===== src/rtl/divider_restoring_seq_pkg.sv =====
// rtl/divider_restoring_seq_pkg.sv - shared FSM encodings and sizing helper for the restoring divider
package divider_restoring_seq_pkg;

  typedef enum logic [1:0] {
    S_IDLE = 2'd0,
    S_RUN  = 2'd1,
    S_DONE = 2'd2
  } div_state_t;

  function automatic int div_cnt_width(input int w);
    return (w > 1) ? $clog2(w) : 1;
  endfunction

endpackage


===== src/rtl/divider_restoring_seq_divider_step.sv =====
// rtl/divider_restoring_seq_divider_step.sv - one combinational restoring-division step
module divider_step #(
  parameter int width = 8
) (
  input  logic [width-1:0] rem_i,
  input  logic             bit_i,
  input  logic [width-1:0] b_i,
  output logic [width-1:0] rem_o,
  output logic             qbit_o
);

  logic [width:0] t;

  // t >= b guarantees the difference fits in width bits, so the low-bit subtract is exact
  always_comb begin
    t = {rem_i, bit_i};
    if (t >= {1'b0, b_i}) begin
      rem_o  = t[width-1:0] - b_i;
      qbit_o = 1'b1;
    end else begin
      rem_o  = t[width-1:0];
      qbit_o = 1'b0;
    end
  end

endmodule


===== src/rtl/divider_restoring_seq.sv =====
// rtl/divider_restoring_seq.sv - sequential unsigned restoring divider, one quotient bit per cycle
module divider_restoring_seq
  import divider_restoring_seq_pkg::*;
#(
  parameter int width = 8
) (
  input  logic             clk,
  input  logic             rst,
  input  logic             start,
  input  logic [width-1:0] a,
  input  logic [width-1:0] b,
  output logic             busy,
  output logic             done,
  output logic [width-1:0] q,
  output logic [width-1:0] r,
  output logic             dbz
);

  localparam int cnt_w = div_cnt_width(width);
  localparam logic [cnt_w-1:0] cnt_last = cnt_w'(width - 1);

  div_state_t       state_q, state_d;
  logic [cnt_w-1:0] cnt_q, cnt_d;
  logic [width-1:0] a_sh_q, a_sh_d;
  logic [width-1:0] b_q, b_d;
  logic [width-1:0] qacc_q, qacc_d;
  logic [width-1:0] rem_q, rem_d;
  logic [width-1:0] q_q, q_d;
  logic [width-1:0] r_q, r_d;
  logic             busy_q, busy_d;
  logic             done_q, done_d;
  logic             dbz_q, dbz_d;

  logic [width-1:0] step_rem;
  logic             step_qbit;
  logic [width-1:0] qacc_next;

  divider_step #(.width(width)) u_step (
    .rem_i (rem_q),
    .bit_i (a_sh_q[width-1]),
    .b_i   (b_q),
    .rem_o (step_rem),
    .qbit_o(step_qbit)
  );

  assign qacc_next = (qacc_q << 1) | width'(step_qbit);

  always_comb begin
    state_d = state_q;
    cnt_d   = cnt_q;
    a_sh_d  = a_sh_q;
    b_d     = b_q;
    qacc_d  = qacc_q;
    rem_d   = rem_q;
    q_d     = q_q;
    r_d     = r_q;
    dbz_d   = dbz_q;
    busy_d  = 1'b0;
    done_d  = 1'b0;
    case (state_q)
      S_IDLE, S_DONE: begin
        if (start) begin
          a_sh_d  = a;
          b_d     = b;
          cnt_d   = cnt_last;
          rem_d   = '0;
          qacc_d  = '0;
          state_d = S_RUN;
          busy_d  = 1'b1;
        end else begin
          state_d = S_IDLE;
        end
      end
      S_RUN: begin
        a_sh_d = a_sh_q << 1;
        rem_d  = step_rem;
        qacc_d = qacc_next;
        cnt_d  = cnt_q - cnt_w'(1);
        busy_d = 1'b1;
        // Results are published only on the final step so q/r never show partial values
        if (cnt_q == '0) begin
          state_d = S_DONE;
          busy_d  = 1'b0;
          done_d  = 1'b1;
          q_d     = qacc_next;
          r_d     = step_rem;
          dbz_d   = (b_q == '0);
        end
      end
      default: state_d = S_IDLE;
    endcase
  end

  always_ff @(posedge clk) begin
    if (rst) begin
      state_q <= S_IDLE;
      cnt_q   <= '0;
      a_sh_q  <= '0;
      b_q     <= '0;
      qacc_q  <= '0;
      rem_q   <= '0;
      q_q     <= '0;
      r_q     <= '0;
      dbz_q   <= 1'b0;
      busy_q  <= 1'b0;
      done_q  <= 1'b0;
    end else begin
      state_q <= state_d;
      cnt_q   <= cnt_d;
      a_sh_q  <= a_sh_d;
      b_q     <= b_d;
      qacc_q  <= qacc_d;
      rem_q   <= rem_d;
      q_q     <= q_d;
      r_q     <= r_d;
      dbz_q   <= dbz_d;
      busy_q  <= busy_d;
      done_q  <= done_d;
    end
  end

  assign busy = busy_q;
  assign done = done_q;
  assign q    = q_q;
  assign r    = r_q;
  assign dbz  = dbz_q;

endmodule


===== config.mk =====
export PLATFORM = sky130hd
export DESIGN_NAME = divider_restoring_seq
export DESIGN_NICKNAME = d
export VERILOG_FILES = /design/src/rtl/divider_restoring_seq_pkg.sv /design/src/rtl/divider_restoring_seq_divider_step.sv /design/src/rtl/divider_restoring_seq.sv
export SDC_FILE = /design/constraint.sdc
export NUM_CORES = 1
export LEC_CHECK = 0
export CORE_MARGIN = 2
export CORE_UTILIZATION = 45
export CTS_BUF_LIST = sky130_fd_sc_hd__clkbuf_4
export CTS_CLUSTER_DIAMETER = 100
export DETAILED_ROUTE_END_ITERATION = 16
export MAX_ROUTING_LAYER = met4
export PLACE_DENSITY_LB_ADDON = 0.1
export SLEW_MARGIN = 15
export SYNTH_ARGS = -nofsm -noshare
export SYNTH_HDL_FRONTEND = slang
export SYNTH_SLANG_ARGS = --single-unit

===== constraint.sdc =====
create_clock -name clk -period 4.3 [get_ports clk]
set_input_delay 0.43 -clock clk [delete_from_list [all_inputs] [get_ports clk]]
set_output_delay 0.43 -clock clk [all_outputs]
set_load 0.05 [all_outputs]

==> metrics.csv <==
metric;value;unit
status;finished, final reports clean;
hold_viol;0;
ys.flop_type;dfxtp_1;
clock_sinks;55;
clock_latency;0.38;ns
yosysSeqAreaShare;0.462;
crit_type;flop to flop;
end_kind;flop;
cpMaxStageDelayCell;or4_4;
synth-seq-cells;55;
cts.path.max_buffers;2;
synth_edf_count;0;
worstPathArrival;2.89;ns
synth_area_per_cell;8.44;um^2
hpwlAfterDp;3790;um
num_rows;26;
internal-power;851;uW
cts-root-buf;clkbuf_4;
synth_top_area_share;0.462;
drtPass1Iterations;4;
slew_headroom;0.365;
switchingPower;424;uW
yosys-top-cells-area;dfxtp_1 (46%), nand2_1 (7.6%), a21oi_1 (5.7%), ha_1 (5.3%), nor2_1 (4.6%);
initial_core_util;0.466;
holdPathStages;2;
min_period_over_period;0.610;
drive_above_1_share;0.0511;
drt_iter0_drc;96;
min_to;q[7];
routedWlPerCell;13.7;um
cellLeakagePower;0.00109;uW
htreeDepth;2;
syn_nets;312;
power.density;445;mW/mm^2
fp.coreArea;0.00511;mm^2
ant_nets;0;
r2r-end;r[4];
nNetsFinal;342;
io_buffers;37;
vias;1989;
max_stage_delay;0.53;ns
clkPwrFrac;0.234;
cts_made_buffers;5;
dieArea;0.00589;mm^2
area_growth;20.4;%
grt_pass1_vias;1864;
grt_pass1_wl;8980;um
path_cells;inv_1, ha_1, and3_4, and3_1, or4_4, a21oi_4, mux2i_1, a21oi_1;
overflow;0;
rr_startpoint;b_q[4];
r2r_setup_slack;1.68;ns
gp_congestion;0.884;
finalSetupTns;0;ns
fin_crit;2.62;ns
worstHoldStart;qacc_q[6];
synth_cells;282;
fin_ws;1.68;ns
power.share.sequential;0.449;
grt_setup_unrepaired;no;
finalClockSkew;0.0129;ns
num_antenna_cells;0;
design_area;0.00287;mm^2
io-pin-count;38;
dp_slack;1.69;ns
post_cts_buffers;0;
dpl_cell_area;0.00278;mm^2
finalSetupViolCount;0;
cts-resized-gates;0;
swShare;0.333;
grt_usage;0.197;
drv_cap;0;
drv_slew;0;
antenna_found_initial;0;
path_max_fanout;12;
die_w;76.7;um
grt_start_max_net_pins;27;
cp-start-kind;flop;
cts_tree;built;
drc;0;
hold_class;flop to flop;
ys_async_sr_fraction;0;
via_per_inst;5.19;
crit_required;4.56;ns
synth_area;0.00238;mm^2
ir_drop;0.000218;V
synth_warnings;0;
r2r_cells;8;
totalWireLength;5250;um
tightest_slew;0.948;ns
power;1270;uW
share_comb_of_total_power;0.317;
holdBufCountCts;0;
max_freq;381;MHz
synth_cell_types;38;
cts.reportedPaths.clkPinSlew;0.16;ns
die_h;76.7;um
yosysTopAreaCell;dfxtp_1;
## flip-flops by register name, summed over array words and instances, names as in the netlist, 2 cells and up
register	count
a_sh_q	8
b_q	8
cnt_q	3
q	8
qacc_q	7
r	8
rem_q	8
state_q	2
## power by group through the flow
stage	Sequential [uW]	Combinational [uW]	Clock [uW]
after global routing	578	441	334
after detailed placement	584	401	0
after global placement	583	398	0
after CTS	573	404	303
final	572	404	299
after floorplan	607	301	0
## per-layer routing
metal / track usage / routed length [um] / vias up
met5: - / 0 / -
met4: 0.0745 / 63 / 0
met3: 0.0424 / 172 / 6
met2: 0.311 / 2470 / 36
met1: 0.249 / 2540 / 920
li1: - / - / 1027
## area by class of cell
| type | count | area [um^2] |
|---|---|---|
| Clock buffer | 6 | 45.0 |
| Clock inverter | 2 | 38.8 |
| Fill cell | 520 | 2240 |
| Inverter | 14 | 52.6 |
| Multi-Input combinational cell | 197 | 1160 |
| Sequential cell | 55 | 1100 |
| Tap cell | 70 | 87.6 |
| Timing Repair Buffer | 39 | 385 |
## cells in the mapped netlist, types with 2 or more instances
| master | number |
|---|---|
| a22oi_1 | 7 |
| clkbuf_1 | 15 |
| a21o_1 | 2 |
| o21a_1 | 2 |
| dfxtp_1 | 55 |
| o21ai_0 | 9 |
| a221oi_1 | 2 |
| nor4_1 | 2 |
| o21bai_1 | 2 |
| nor2b_1 | 3 |
| o21ai_1 | 6 |
| nand3_1 | 2 |
| o221ai_1 | 2 |
| o22ai_1 | 6 |
| xnor2_1 | 4 |
| nand2b_1 | 2 |
| mux2i_1 | 7 |
| nand2_1 | 48 |
| a21oi_1 | 27 |
| inv_1 | 14 |
| ha_1 | 10 |
| nor3_1 | 8 |
| and3_1 | 2 |
| a211oi_1 | 3 |
| nor2_1 | 29 |
## per-stage QoR
step                hold slack [ns]  std cells  utilization
floorplan                     0.432        282            -
global placement              0.448        375        0.545
detailed placement            0.448        375        0.545
CTS                           0.468        383        0.561
global route                  0.491        383        0.561
finish                        0.467        383        0.561
## placed cells by master, fill, tap and decap left out, types with 4 or more instances in the layout
cell type,n
o22ai_1,6
mux2i_1,7
a21oi_1,27
xnor2_1,4
o21ai_0,9
dfxtp_1,55
o21ai_1,6
nand2_1,48
inv_1,14
ha_1,10
a22oi_1,7
nor3_1,8
clkbuf_4,6
clkdlybuf4s50_1,37
nor2_1,29
## cells by family after synthesis
logic type / count (synthesis) / share of synthesized area
flops: 55 / 0.462
buf+inv: 30 / 0.0520
fa+ha+maj: 11 / 0.0610
xor+xnor: 5 / 0.0184
simple gates: 101 / 0.184
compound gates: 73 / 0.192
mux: 7 / 0.0294
## critical path, delay by kind of cell (launching register included)
| kind | cells | cell delay, ns |
|---|---|---|
| AOI/OAI and AO/OA | 2 | 0.49 |
| adders and majority gates | 1 | 0.34 |
| and+or+nand+nor | 3 | 0.91 |
| buffers and inverters | 1 | 0.05 |
| DFF | 1 | 0.38 |
| muxes | 1 | 0.31 |
## how the worst max path moves through the flow
stage | start | cells after the start | endpoint | slack, ns
floorplan | b_q[3] | 9 | r[4] | 1.95
CTS | b_q[3] | 8 | r[1] | 1.68
global placement | b_q[3] | 8 | r[1] | 1.74
detailed placement | b_q[3] | 8 | r[1] | 1.69
global route | b_q[3] | 8 | r[1] | 1.56
finish | b_q[4] | 8 | r[4] | 1.68
Power figures use the tool's default switching activity.
